[src/rtl/dkong3_obj_dma.sv]
// Sprite DMA sequencer: on each vertical-blank start it takes the CPU bus and copies the sprite
// work RAM into one half of object RAM through the object block's DMA write port.
module dkong3_obj_dma #(
  parameter int unsigned XFER_LEN = 384,
  parameter logic [15:0] SRC_BASE = 16'h7000,
  parameter int unsigned RD_WAIT  = 2
) (
  input  logic        I_CLK_24M,
  input  logic        I_RESETn,
  input  logic        I_CE,
  input  logic        I_VBLKn,
  input  logic        I_DMA_EN,
  input  logic        I_BANK,
  input  logic        I_BUSAKn,
  input  logic [7:0]  I_SRC_D,
  output logic        O_BUSRQn,
  output logic [15:0] O_SRC_A,
  output logic        O_SRC_RDn,
  output logic [9:0]  O_OBJ_DMA_A,
  output logic [7:0]  O_OBJ_DMA_D,
  output logic        O_OBJ_DMA_CE,
  output logic        O_BUSY,
  output logic        O_DONE,
  output logic        O_SKIP
);

  localparam logic [8:0] LastIdx  = 9'(XFER_LEN - 1);
  localparam logic [2:0] LastWait = 3'(RD_WAIT - 1);

  typedef enum logic [2:0] {StIdle, StReq, StRd, StWr, StRel} state_e;

  state_e     state_q, state_d;
  logic       vblk_q;
  logic       pend_q, pend_d;
  logic       bank_q, bank_d;
  logic [8:0] index_q, index_d;
  logic [2:0] wait_q, wait_d;
  logic [9:0] obj_a_q, obj_a_d;
  logic [7:0] obj_d_q, obj_d_d;
  logic       wr_first_q, wr_first_d;
  logic       trig_edge;
  logic       grant_lost;

  // vblk_q resets low so a vblank already in progress at reset release is not taken as an edge.
  assign trig_edge    = vblk_q & ~I_VBLKn & I_DMA_EN;
  assign grant_lost   = ((state_q == StRd) || (state_q == StWr)) && I_BUSAKn;
  assign O_SRC_A      = SRC_BASE + {7'd0, index_q};
  assign O_OBJ_DMA_A  = obj_a_q;
  assign O_OBJ_DMA_D  = obj_d_q;
  assign O_BUSY       = (state_q != StIdle);

  // State and datapath registers.
  always_ff @(posedge I_CLK_24M or negedge I_RESETn) begin
    if (!I_RESETn) begin
      state_q    <= StIdle;
      vblk_q     <= 1'b0;
      pend_q     <= 1'b0;
      bank_q     <= 1'b0;
      index_q    <= 9'd0;
      wait_q     <= 3'd0;
      obj_a_q    <= 10'd0;
      obj_d_q    <= 8'd0;
      wr_first_q <= 1'b0;
    end else begin
      state_q    <= state_d;
      vblk_q     <= I_VBLKn;
      pend_q     <= pend_d;
      bank_q     <= bank_d;
      index_q    <= index_d;
      wait_q     <= wait_d;
      obj_a_q    <= obj_a_d;
      obj_d_q    <= obj_d_d;
      wr_first_q <= wr_first_d;
    end
  end

  // Next-state and bus/strobe outputs; grant loss overrides everything in RD/WR on any clock.
  always_comb begin
    state_d      = state_q;
    pend_d       = 1'b0;
    bank_d       = bank_q;
    index_d      = index_q;
    wait_d       = wait_q;
    obj_a_d      = obj_a_q;
    obj_d_d      = obj_d_q;
    wr_first_d   = 1'b0;
    O_BUSRQn     = 1'b1;
    O_SRC_RDn    = 1'b1;
    O_OBJ_DMA_CE = 1'b0;
    O_DONE       = 1'b0;
    O_SKIP       = 1'b0;
    case (state_q)
      StIdle: begin
        pend_d = pend_q | trig_edge;
        if (I_CE && (pend_q || trig_edge)) begin
          pend_d  = 1'b0;
          bank_d  = I_BANK;
          index_d = 9'd0;
          wait_d  = 3'd0;
          state_d = StReq;
        end
      end
      StReq: begin
        O_BUSRQn = 1'b0;
        if (I_CE) begin
          if (!I_BUSAKn) begin
            state_d = StRd;
          end else if (I_VBLKn) begin
            O_SKIP  = 1'b1;
            state_d = StIdle;
          end
        end
      end
      StRd: begin
        if (grant_lost) begin
          O_SKIP  = 1'b1;
          state_d = StIdle;
        end else begin
          O_BUSRQn  = 1'b0;
          O_SRC_RDn = 1'b0;
          if (I_CE) begin
            if (wait_q == LastWait) begin
              wait_d     = 3'd0;
              obj_d_d    = I_SRC_D;
              obj_a_d    = {bank_q, index_q};
              wr_first_d = 1'b1;
              state_d    = StWr;
            end else begin
              wait_d = wait_q + 3'd1;
            end
          end
        end
      end
      StWr: begin
        if (grant_lost) begin
          O_SKIP  = 1'b1;
          state_d = StIdle;
        end else begin
          O_BUSRQn     = 1'b0;
          O_OBJ_DMA_CE = wr_first_q;
          if (I_CE) begin
            if (index_q == LastIdx) begin
              state_d = StRel;
            end else begin
              index_d = index_q + 9'd1;
              state_d = StRd;
            end
          end
        end
      end
      StRel: begin
        if (I_CE) begin
          O_DONE  = 1'b1;
          state_d = StIdle;
        end
      end
      default: state_d = StIdle;
    endcase
  end

endmodule
[config.mk]
export PLATFORM = sky130hd
export DESIGN_NAME = dkong3_obj_dma
export DESIGN_NICKNAME = d
export VERILOG_FILES = /design/src/rtl/dkong3_obj_dma.sv
export SDC_FILE = /design/constraint.sdc
export NUM_CORES = 1
export LEC_CHECK = 0
export ABC_AREA = 1
export BUFFER_PORTS_ARGS = -buffer_cell sky130_fd_sc_hd__buf_2
export CAP_MARGIN = 30
export CORE_ASPECT_RATIO = 1.75
export CORE_MARGIN = 2
export CORE_UTILIZATION = 52
export DETAILED_ROUTE_END_ITERATION = 6
export GPL_TIMING_DRIVEN = 0
export PLACE_DENSITY = 0.87
export SYNTH_ARGS = -nofsm -noshare
export SYNTH_HDL_FRONTEND = slang
export SYNTH_SLANG_ARGS = --single-unit
[constraint.sdc]
create_clock -name I_CLK_24M -period 2 [get_ports I_CLK_24M]
set_input_delay 0.3 -clock I_CLK_24M [delete_from_list [all_inputs] [get_ports I_CLK_24M]]
set_output_delay 0.3 -clock I_CLK_24M [all_outputs]
set_load 0.02 [all_outputs]
# Word level (Yosys, flattened, before mapping)
# Cells that the tools add are included.
# Widths: inputs -> output; s select.
[totals] register_bits=37 elab_cells=88
[classes] n_eq_ne=18 mux=39 n_reduce_logical=14 n_bitwise=5 add_sub_neg=3
[op_table] op="$mux 3" count=15
[op_table] op="$mux 9" count=4
[op_table] op="$pmux 9 s2" count=1
[op_table] op="$add 15x9->16 const A" count=1
[op_table] op="$ne 2x2->1 const B" count=8
[op_table] op="$mux 1" count=15
[op_table] op="$pmux 3 s5" count=1
[op_table] op="$add 9x1->9 const B" count=1
[op_table] op="$eq 9x9->1 const B" count=1
[op_table] op="$ne 3x3->1 const B" count=3
[op_table] op="$reduce_and 4->1" count=2
[op_table] op="$reduce_and 7->1" count=1
[op_table] op="$eq 3x1->1 const B" count=2
[op_table] op="$eq 3x2->1 const B" count=2
[op_table] op="$pmux 3 s2" count=1
[op_table] op="$reduce_and 5->1" count=1
[op_table] op="$pmux 1 s2" count=2
[op_table] op="$reduce_bool 2->1" count=2
[op_table] op="$add 3x1->3 const B" count=1
[op_table] op="$eq 3x3->1 const B" count=1
[op_table] op="$logic_not 3->1" count=1
[op_table] op="$ne 3x2->1 const B" count=1
[op_table] op="$reduce_bool 3->1" count=1
[op_table] op="$and 1x1->1" count=2
[op_table] op="6 further kinds" count=9

# Longest topological paths before layout
# Gate-level depths: netlist (run 1).
[logic_depth] ltp_word=7 mapped_depth=10 mapped_depth_nobuf=9

# Least setup slack after synthesis (run 1)
# No wires, ideal clock.
[synth_path] path_kind="register to output" start="register state_q[2]" end="output port O_SKIP" arrival_time_ns=1.382 slack_ns=0.318 n_path_buf=0 path_stages_with_launch=4 cell_sequence="dfrtp_1 > inv_2 > nand3_1 > o41ai_1"
[synth_between] elab_chain_cells=5
[synth_rtl] element="start: declaration" line_no="32" rtl="state_e state_q, state_d;"
[synth_rtl] element="start signal: assignment" line_no="55" rtl="state_q <= StIdle;"
[synth_rtl] element="start signal: assignment" line_no="65" rtl="state_q <= state_d;"
[synth_rtl] element="$eq 3x2->1" line_no="46, 92"
[synth_rtl] element="$logic_or 1x1->1" line_no="46" rtl="assign grant_lost = ((state_q == StRd) || (state_q == StWr)) && I_BUSAKn;"
[synth_rtl] element="$logic_and 1x1->1" line_no="46"
[synth_rtl] element="$mux 1" line_no="115, 135"
[synth_rtl] element="$pmux 1 s2 *" line_no="92" rtl="case (state_q)"
[synth_rtl] element="end: declaration" line_no="24" rtl="output logic O_SKIP"
# Mark *: on every way between the ends. The rest lies on a longest branch, timed or not.

# Worst setup path after layout (run 1)
# Ends and elaborated chain as after synthesis.

==> flow_summary.ini, run 1 <==
[routing]
detailedRoute.firstPassIterationCount = 5
post_drt_wl_per_cell_um = 12.2
via_per_inst = 4.93
drt_iter0_drc = 63
wl_met1_mm = 1.79
postRouteWirelength_mm = 4.40
route.detailed.drc = 0
via_count_of_the_routed_design = 1784
route.antenna.remaining_nets = 0
top_layer_used = met4
wl_met3_um = 176
route.met2.wl_mm = 2.30

[global_route]
pin_count_of_the_biggest_net_entering_global_routing = 38
grt_antenna_before_repair = 0
first_pass_grt_wire_length_mm = 7.20
grt_pass1_vias = 1697
groute.usage.overall_pct = 22.0
global_route.overflow_total = 0

[finish]
fill_cells = 333
finish.net_count = 332
n_antenna_cell = 0
syn2layout_area_growth_pct = 20.1
layout.core_utilization_pct = 65.4
final_layout_size_suffix_gt1_share_pct = 25.6

[sta]
unrepaired_setup_endpoints_after_global_routing = false
fmax_ghz = 0.555
fin_worst_skew_ns = 0.00787
final_min_period_over_clock_period_pct = 90.0
tightestPinTransition_ns = 0.822
finalSetupViolCount = 0
setup_total_negative_slack_ns = 0
period_minus_slack_ns = 1.80
post-route-worst-setup-slack_ns = 0.199
timing.slew.headroom_pct = 45.2
slew_violations = 0
finalHoldViolCount = 0
fin_worst_hold_slack_ns = 0.0951

[hold_path]
class_of_the_worst_hold_path = in -> async

[power_and_ir_drop]
leakagePower_nw = 1.36
power_per_cell_area_nw_per_um2 = 1090
finalPower_w = 0.00258
irDropWorstVdd_v = 0.000672

[job]
drv_cap = 0

[yosys]
netlist.top_cell.by_area = sky130_fd_sc_hd__dfrtp_1
post-synth-top-area-fraction_pct = 46.8
syn-instance-count = 257
synth.cell_area_um2 = 1980
synth.avg_cell_area_um2 = 7.69
synth-seq-area-share_pct = 46.8
synth.area.top_cells = sky130_fd_sc_hd__dfrtp_1 47%, sky130_fd_sc_hd__nand2_1 18%, sky130_fd_sc_hd__nand3_1 5.6%
yosysUniqueCellTypes = 28
yosys_warnings = 0
postSynthRegisterBits = 37

[run_status]
run_status = finished clean

[clock_network]
clock_latency_ns = 0.29
numCtsBuffers = 5
ctsResizeCount = 0
cts.repair_timing.setup_buffer_count = 0
htreeDepth = 2
cts-root-buf = sky130_fd_sc_hd__clkbuf_8
cts_hold_buf = 0
max-clock-path-buffers = 2
tritoncts = yes
clk_pin_slew_worst_setup_hold_paths_ns = 0.07
cts.sink_count = 37

[placement]
place.gp.congestion = 0.876
dp_worst_setup_slack_ns = 0.317
port-buffer-count = 47
place.detailed.hpwl_mm = 3.25

[floorplan]
floorplan.rows = 29
start_util_pct = 54.5
design.die.area_um2 = 4330
die-height_um = 85.6
io-pin-count = 55
core-area_um2 = 3630
die_x_um = 50.6

[worst_setup_path]
critical-path-max-stage-delay_ns = 0.49
worst-setup-path-type = reg -> out
critPathTopFamily = flip-flops
timing.critical_path.slowest_stage_cell = sky130_fd_sc_hd__dfrtp_1
r2r-end = index_q[5]
crit_fanout = 7
critical_path_required_ns = 1.70
cp_num_buf_inv = 2
timing.critical_path.cells = inv_2 -> nand3_1 -> o41ai_1 -> buf_2
r2r_cells = 8
timing.critical_path.from = state_q[2]
worstPathArrival_ns = 1.50
reg2reg_from = index_q[1]
r2r_setup_slack_ns = 0.30
type_of_destination_of_the_critical_path = primary output
worst_setup_path_start_kind = flop
metrics by stage:
| step | std cells | area, µm² |
|---|---|---|
| floorplan | 262 | 2000 |
| finish | 362 | 2370 |
| global placement | 355 | 2290 |
| detailed placement | 355 | 2290 |
| CTS | 362 | 2370 |
| global route | 362 | 2370 |
final cells by class:
| class | instances | area (µm²) | area share [%] |
|---|---|---|---|
| clock buffer | 7 | 86.3 | 3.64 |
| inverter | 29 | 114 | 4.79 |
| timing repair buffer | 47 | 235 | 9.91 |
| multi-input combinational | 184 | 850 | 35.8 |
| tap | 46 | 57.6 | 2.42 |
| sequential | 37 | 926 | 39.0 |
| buffer | 12 | 106 | 4.48 |
where the power goes:
group,total (W),switching (W),leakage [nW],internal [W]
sequential,0.00106,0.000135,0.498,0.000920
combinational,0.000997,0.000670,0.820,0.000327
clock,0.000529,0.000256,0.0443,0.000273
total,0.00258,0.00106,1.36,0.00152
cells in the final DEF, fill, tap and decap left out, drive strengths merged, types with 3 or more instances in the layout:
cell type | Yosys | layout
clkbuf | 0 | 7
nand3 | 25 | 25
inv | 29 | 29
buf | 12 | 59
dfrtp | 37 | 37
nor3 | 3 | 3
o21ai | 15 | 15
conb | 2 | 7
nand2 | 97 | 97
a21oi | 4 | 4
nor2 | 23 | 23
state kept, by name (all words and copies together) (netlist names), 3 cells and up:
register and cells:
wait_q 3, index_q 9, state_q 3, O_OBJ_DMA_A 10, O_OBJ_DMA_D 8
worst max-delay path by stage:
stage,endpoint,slack [ns],cells after the start
after global placement,index_q[5],0.38,8
after CTS,O_SKIP,0.20,4
after floorplan,O_SKIP,0.32,3
after global routing,O_SKIP,0.07,4
final,O_SKIP,0.20,4
after detailed placement,index_q[5],0.32,8
Yosys cell counts:
library cell,count
sky130_fd_sc_hd__nand2_1,95
sky130_fd_sc_hd__dfrtp_1,37
sky130_fd_sc_hd__inv_1,26
sky130_fd_sc_hd__nand3_1,22
sky130_fd_sc_hd__nor2_1,21
sky130_fd_sc_hd__o21ai_0,9
sky130_fd_sc_hd__buf_4,7
sky130_fd_sc_hd__o21ai_2,6
sky130_fd_sc_hd__a21oi_1,4
sky130_fd_sc_hd__buf_6,3
sky130_fd_sc_hd__nand3_2,3
sky130_fd_sc_hd__nor3_1,3
sky130_fd_sc_hd__conb_1,2
sky130_fd_sc_hd__inv_2,2
sky130_fd_sc_hd__nand2_2,2
sky130_fd_sc_hd__o21bai_1,2
sky130_fd_sc_hd__xor2_1,2
sky130_fd_sc_hd__buf_2,1
sky130_fd_sc_hd__buf_8,1
sky130_fd_sc_hd__ha_1,1
sky130_fd_sc_hd__inv_6,1
sky130_fd_sc_hd__mux2i_1,1
sky130_fd_sc_hd__nand4_1,1
sky130_fd_sc_hd__nor2_2,1
sky130_fd_sc_hd__nor2_4,1
sky130_fd_sc_hd__o41ai_1,1
sky130_fd_sc_hd__or2_1,1
sky130_fd_sc_hd__xnor2_1,1
routing by layer:
metal | vias up | global-route usage (%)
met5 | - | 0
met4 | 0 | 13.0
met3 | 11 | 4.01
met2 | 47 | 39.1
met1 | 826 | 23.6
li1 | 900 | -
logic make-up after synthesis:
logic type	count (synthesis)	synth area share, %
mux	1	0.506
buf+inv	41	11.1
xor+xnor	3	1.33
fa+ha+maj	1	0.633
flops	37	46.8
other cells	2	0.380
compound gates	22	7.15
simple gates	150	32.0
(Power assumes the default switching activity.)
==> run 2, diff against run 1 <==
==> constraint.sdc (replaced) <==
create_clock -name I_CLK_24M -period 2 [get_ports I_CLK_24M]
set_input_delay 0.1 -clock I_CLK_24M [delete_from_list [all_inputs] [get_ports I_CLK_24M]]
set_output_delay 0.1 -clock I_CLK_24M [all_outputs]
set_load 0.02 [all_outputs]
==> run 2 against run 1 <==
  * Maximum frequency is 7.1% higher
  * Core utilization is 0.55 points higher
  * Clock-buffer cell count stayed put
  * Wire length is 0.32% higher
  * Design area is 0.84% higher
  * Clock power hardly changed
  * Sequential cell count stayed put
  * First-iteration DRC count is 3.2% higher
  * Die area stayed put
  * Register-to-register slack better by 0.02 ns
  * Non-clock buffer count is 2 higher
==> flow_summary.ini, run 2 (same netlist as run 1, synthesis figures left out) <==
[run_status]
run_status = finished clean

[clock_network]
htreeDepth = 2
clk_pin_slew_worst_setup_hold_paths_ns = 0.07
tritoncts = yes
ctsResizeCount = 0
cts.repair_timing.setup_buffer_count = 0
cts-root-buf = sky130_fd_sc_hd__clkbuf_8
cts.sink_count = 37
numCtsBuffers = 5
clock_latency_ns = 0.29
max-clock-path-buffers = 2
cts_hold_buf = 2

[sta]
slew_violations = 0
finalSetupViolCount = 0
fmax_ghz = 0.595
timing.slew.headroom_pct = 45.1
unrepaired_setup_endpoints_after_global_routing = false
finalHoldViolCount = 0
period_minus_slack_ns = 1.68
post-route-worst-setup-slack_ns = 0.318
final_min_period_over_clock_period_pct = 84.1
setup_total_negative_slack_ns = 0
fin_worst_skew_ns = 0.00792
tightestPinTransition_ns = 0.823

[routing]
detailedRoute.firstPassIterationCount = 5
postRouteWirelength_mm = 4.41
route.antenna.remaining_nets = 0
post_drt_wl_per_cell_um = 12.1
route.detailed.drc = 0
drt_iter0_drc = 65
via_count_of_the_routed_design = 1786
via_per_inst = 4.91

[finish]
layout.cells.most_common_list = 95 x sky130_fd_sc_hd__nand2_1, 48 x sky130_fd_sc_hd__buf_2, 37 x sky130_fd_sc_hd__dfrtp_1, 26 x sky130_fd_sc_hd__inv_1, 22 x sky130_fd_sc_hd__nand3_1
final_layout_size_suffix_gt1_share_pct = 25.5
final_common_cell = sky130_fd_sc_hd__nand2_1
syn2layout_area_growth_pct = 21.1
largest_register_ff_count = 10
n_antenna_cell = 0
finish.net_count = 334

[power_and_ir_drop]
net-switching-power_w = 0.00106
power.share.clock_pct = 20.5
irDropWorstVdd_v = 0.000672
leakagePower_nw = 1.37
power_per_cell_area_nw_per_um2 = 1080
internal_power_w = 0.00152
share_comb_of_total_power_pct = 38.7
sequentialPowerShare_pct = 40.8
switching_share_pct = 41.0

[global_route]
grt_pass1_vias = 1713
grt_antenna_before_repair = 0
groute.usage.overall_pct = 22.1
global_route.overflow_total = 0
first_pass_grt_wire_length_mm = 7.25
pin_count_of_the_biggest_net_entering_global_routing = 38

[worst_setup_path]
critical_path_required_ns = 2.16
worstPathArrival_ns = 1.85
worst-setup-path-type = reg -> reg
r2r_cells = 8
r2r_setup_slack_ns = 0.32
reg2reg_from = index_q[1]
type_of_destination_of_the_critical_path = flop
r2r-end = index_q[5]
worst_setup_path_start_kind = flop
crit_fanout = 10

[floorplan]
core-area_um2 = 3630
start_util_pct = 54.5
die_x_um = 50.6
floorplan.rows = 29
die-height_um = 85.6
io-pin-count = 55
design.die.area_um2 = 4330

[placement]
port-buffer-count = 47
dp_worst_setup_slack_ns = 0.317
place.gp.congestion = 0.876
place.detailed.hpwl_mm = 3.25

[hold_path]
min_delay_worst_endpoint = O_OBJ_DMA_D[7]
class_of_the_worst_hold_path = in -> reg
cells_on_worst_hold_path = 3
holdCritStartpoint = I_SRC_D[7]

[job]
drv_cap = 0
-- run 2: cell types whose count changed in the layout (fill, tap and decap cells not counted), sizes merged --
cell,change
dlygate4sd3,+2
-- run 2: critical path, stage by stage (launching register included) --
cell and delay (ns):
sky130_fd_sc_hd__dfrtp_1 0.41, sky130_fd_sc_hd__ha_1 0.19, sky130_fd_sc_hd__nand2_1 0.08, sky130_fd_sc_hd__nor2_1 0.18, sky130_fd_sc_hd__nand2_1 0.13, sky130_fd_sc_hd__nand3_2 0.19
sky130_fd_sc_hd__nand2_2 0.18, sky130_fd_sc_hd__nand2_1 0.11, sky130_fd_sc_hd__o21ai_0 0.09
-- run 2: final cells by class --
| cell class | instances | area (µm²) |
|---|---|---|
| repair buffers | 49 | 255 |
| plain buffers | 12 | 106 |
| clock buffers | 7 | 86.3 |
| flip-flops and latches | 37 | 926 |
| inverters | 29 | 114 |
| multi-input cells | 184 | 850 |
| well taps | 46 | 57.6 |
| fillers | 331 | 1230 |
-- run 2: how the worst max path moves through the flow --
| stage | startpoint | endpoint | slack (ns) | cells past startpoint |
|---|---|---|---|---|
| after detailed placement | index_q[1] | index_q[5] | 0.32 | 8 |
| after floorplan | index_q[1] | index_q[5] | 0.46 | 8 |
| after CTS | index_q[1] | index_q[5] | 0.31 | 8 |
| after global placement | index_q[1] | index_q[5] | 0.38 | 8 |
| final | index_q[1] | index_q[5] | 0.32 | 8 |
| after global routing | index_q[1] | index_q[5] | 0.18 | 8 |
-- run 2: per-stage QoR --
stage,power (W),cell area (µm²),cells,hold WS [ns],utilization (%)
6_report,0.00258,2390,364,0.00508,66.0
4_1_cts,0.00259,2390,364,0.000744,66.0
5_1_grt,0.00274,2390,364,0.00618,66.0
2_1_floorplan,0.00174,2000,262,-0.196,-
3_5_place_dp,0.00206,2290,355,0.237,63.1
3_3_place_gp,0.00204,2290,355,0.229,63.1
-- run 2: metal layers --
layer	track usage [%]	part of all wire, %	up-vias	routed length [µm]
li1	-	-	904	-
met1	23.6	40	821	1780
met2	39.6	53	51	2320
met3	4.01	4.2	10	184
met4	13.0	2.8	0	122
met5	0	0	-	0
-- run 2: power by group through the flow --
stage / logic (W) / registers (W) / clock network, W
floorplan: 0.000529 / 0.00122 / 0
global placement: 0.000985 / 0.00105 / 0
detailed placement: 0.00100 / 0.00106 / 0
CTS: 0.00101 / 0.00105 / 0.000535
global route: 0.00110 / 0.00107 / 0.000565
finish: 0.000999 / 0.00105 / 0.000528
==> run 3, diff against run 2 <==
ABC_AREA = 0   (was 1)
CORE_UTILIZATION = 51   (was 52)
PLACE_DENSITY = 0.86   (was 0.87)
clock period = 1.6 ns   (was 2 ns; I/O delays follow)
==> run 3 against run 2 <==
  * Largest power group is now combinational cells
  * Final cell count fell by 20%
  * Synthesized cell count fell by 38%
  * The flow now finishes with violations (negative setup slack)
  * Critical endpoint is now O_OBJ_DMA_A[3]
  * Highest routed layer unchanged
  * Non-clock buffer count rose by 27
==> flow_summary.ini, run 3 <==
[finish]
layout.cells.most_common_list = 44 x sky130_fd_sc_hd__buf_2, 33 x sky130_fd_sc_hd__dfrtp_1, 30 x sky130_fd_sc_hd__buf_4, 10 x sky130_fd_sc_hd__nand2_1, 10 x sky130_fd_sc_hd__mux2_2
area_of_the_multi_input_gates_um2 = 890
final-seq-area_um2 = 931
finish.net_count = 263
fill_cells = 227
n_antenna_cell = 0
syn2layout_area_growth_pct = 44.4
largest_register_ff_count = 10
layout.core_utilization_pct = 77.8
final_cell_area_um2 = 2640
final_common_cell = sky130_fd_sc_hd__buf_2
final_layout_size_suffix_gt1_share_pct = 56.9

[routing]
route.detailed.drc = 0
detailedRoute.firstPassIterationCount = 4
post_drt_wl_per_cell_um = 16.0
route.antenna.remaining_nets = 0
postRouteWirelength_mm = 4.68
via_per_inst = 5.37
via_count_of_the_routed_design = 1574
drt_iter0_drc = 32

[worst_setup_path]
type_of_destination_of_the_critical_path = flop
crit_fanout = 5
critical-path-max-stage-delay_ns = 0.42
timing.critical_path.slowest_stage_cell = sky130_fd_sc_hd__dfrtp_1
reg2reg_from = state_q[0]
worst_setup_path_start_kind = flop
worstPathArrival_ns = 1.97
timing.critical_path.from = state_q[0]
critical_path_required_ns = 1.78
worst-setup-path-type = reg -> reg
timing.critical_path.cells = nor4b_4 -> nand2_2 -> or2_1 -> buf_6 -> clkbuf_16 -> mux2_4

[clock_network]
clock_latency_ns = 0.29
numCtsBuffers = 5
cts-root-buf = sky130_fd_sc_hd__clkbuf_8
htreeDepth = 2
cts.sink_count = 37
tritoncts = yes
max-clock-path-buffers = 2
clk_pin_slew_worst_setup_hold_paths_ns = 0.08

[global_route]
groute.usage.overall_pct = 22.7
grt_pass1_vias = 1565
pin_count_of_the_biggest_net_entering_global_routing = 38
first_pass_grt_wire_length_mm = 7.24
global_route.overflow_total = 0
grt_antenna_before_repair = 0

[power_and_ir_drop]
switching_share_pct = 34.4
net-switching-power_w = 0.00117
sequentialPowerShare_pct = 37.1
share_comb_of_total_power_pct = 37.9
power_per_cell_area_nw_per_um2 = 1280
leakagePower_nw = 1.37
internal_power_w = 0.00222
power.share.clock_pct = 25.0
irDropWorstVdd_v = 0.00107

[placement]
postPlaceCellArea_um2 = 2160
place.gp.congestion = 0.781
place.detailed.hpwl_mm = 2.67
port-buffer-count = 47

[yosys]
synth.area.top_cells = sky130_fd_sc_hd__dfrtp_1 51%, sky130_fd_sc_hd__mux2_4 7.4%, sky130_fd_sc_hd__mux2_2 6.2%
cell_with_the_most_instances_after_synthesis = sky130_fd_sc_hd__dfrtp_1
postSynthRegisterBits = 37
async_reset_ff_share_pct = 100
post-synth-top-area-fraction_pct = 50.6
synth-seq-area-share_pct = 50.6
synth_flop_cell = sky130_fd_sc_hd__dfrtp_1
netlist.top_cell.by_area = sky130_fd_sc_hd__dfrtp_1
yosys_warnings = 0
synth.cell_area_um2 = 1830
synthTopCellsByCount = 37 x sky130_fd_sc_hd__dfrtp_1, 11 x sky130_fd_sc_hd__o21ai_0, 10 x sky130_fd_sc_hd__mux2_2, 10 x sky130_fd_sc_hd__nand2_1
syn-instance-count = 160
yosysUniqueCellTypes = 44
synth_edf_count = 0
synth.avg_cell_area_um2 = 11.4

[sta]
finalHoldViolCount = 0
timing.slew.headroom_pct = 45.7
final_min_period_over_clock_period_pct = 112
period_minus_slack_ns = 1.79
tightestPinTransition_ns = 0.814
slew_violations = 0
post-route-worst-setup-slack_ns = -0.193
fin_worst_skew_ns = 0.0123
unrepaired_setup_endpoints_after_global_routing = true
fmax_ghz = 0.558
finalSetupViolCount = 27

[run_status]
failed_checks = negative setup slack
run_status = finished, violations left

[hold_path]
holdCritStartpoint = I_SRC_D[1]
class_of_the_worst_hold_path = in -> reg

[floorplan]
core-area_um2 = 3400
start_util_pct = 53.9
die_x_um = 49.3
floorplan.rows = 28
design.die.area_um2 = 4100
die-height_um = 83.3
io-pin-count = 55

[job]
drv_cap = 0
==> run 3: final cells by class <==
class / instances / share of cell area [%]
well taps: 45 / 2.13
flip-flops and latches: 37 / 35.2
inverters: 9 / 1.28
multi-input cells: 106 / 33.7
clock buffers: 7 / 3.27
repair buffers: 76 / 19.1
clock inverters: 1 / 1.14
plain buffers: 12 / 4.17
==> run 3: worst max-delay path: cells and delay by family, from the launching register on <==
kind,cells,cell delay [ns]
simple gates,3,0.66
flops,1,0.42
buf+inv,2,0.29
mux,1,0.29
==> run 3: final timing paths <==
check / slack (ns) / endpoint / depth (start not counted)
min: 0.02 / O_OBJ_DMA_D[1] / 2
min in group asynchronous: 0.42 / pend_q / 2
min reg2reg: 0.50 / O_OBJ_DMA_D[1] / 1
max in group asynchronous: 0.62 / index_q[1] / 2
max reg2reg: -0.19 / O_OBJ_DMA_A[3] / 6
max: -0.19 / O_OBJ_DMA_A[3] / 6
==> run 3: cell families (layout without fill, tap and decap cells) <==
kind of cell             after synthesis  count (layout)  share of synthesized area [%]
other                                  2               7                          0.410
XOR/XNOR                               2               2                          0.957
adder cells (fa/ha/maj)                1               1                          0.683
AND/OR/NAND/NOR                       46              46                           15.1
buffers and inverters                 22             105                           7.93
flip-flops                            37              37                           50.6
AO/OA/AOI/OAI                         31              31                           10.8
multiplexers                          19              19                           13.5
==> run 3: per-stage QoR <==
step	setup slack, ns	hold WS, ns	instances	power, W	setup TNS (ns)
floorplan	-0.163	-0.216	165	0.00195	-1.52
global placement	-0.303	0.211	257	0.00223	-5.47
detailed placement	-0.301	0.219	257	0.00227	-6.26
CTS	-0.244	0.0143	284	0.00323	-4.30
global route	-0.239	0.0154	293	0.00356	-5.19
finish	-0.193	0.0161	293	0.00339	-3.41
==> run 3: layer usage <==
metal / global-route usage [%] / share of wire, % / routed length (µm) / vias up
li1: - / - / - / 733
met1: 26.5 / 38 / 1770 / 773
met2: 38.8 / 56 / 2610 / 56
met3: 4.32 / 4.1 / 193 / 12
met4: 10.9 / 2.2 / 103 / 0
met5: 0 / 0 / 0 / -
==> run 3: power groups by stage <==
| stage | clock (W) | combinational, W | sequential (W) |
|---|---|---|---|
| after floorplan | 0 | 0.000543 | 0.00141 |
| after global placement | 0 | 0.000980 | 0.00125 |
| after detailed placement | 0 | 0.00101 | 0.00126 |
| after CTS | 0.000849 | 0.00113 | 0.00125 |
| after global routing | 0.000901 | 0.00138 | 0.00128 |
| final | 0.000847 | 0.00128 | 0.00126 |
==> run 3: what timing repair did <==
item,in CTS,in global routing
endpoints found under the setup margin,32,36
pin swaps,11,9
hold buffers,2,0
hold endpoints to repair,38,0
gates cloned,0,1
setup buffers,17,10
gates resized for setup,11,28
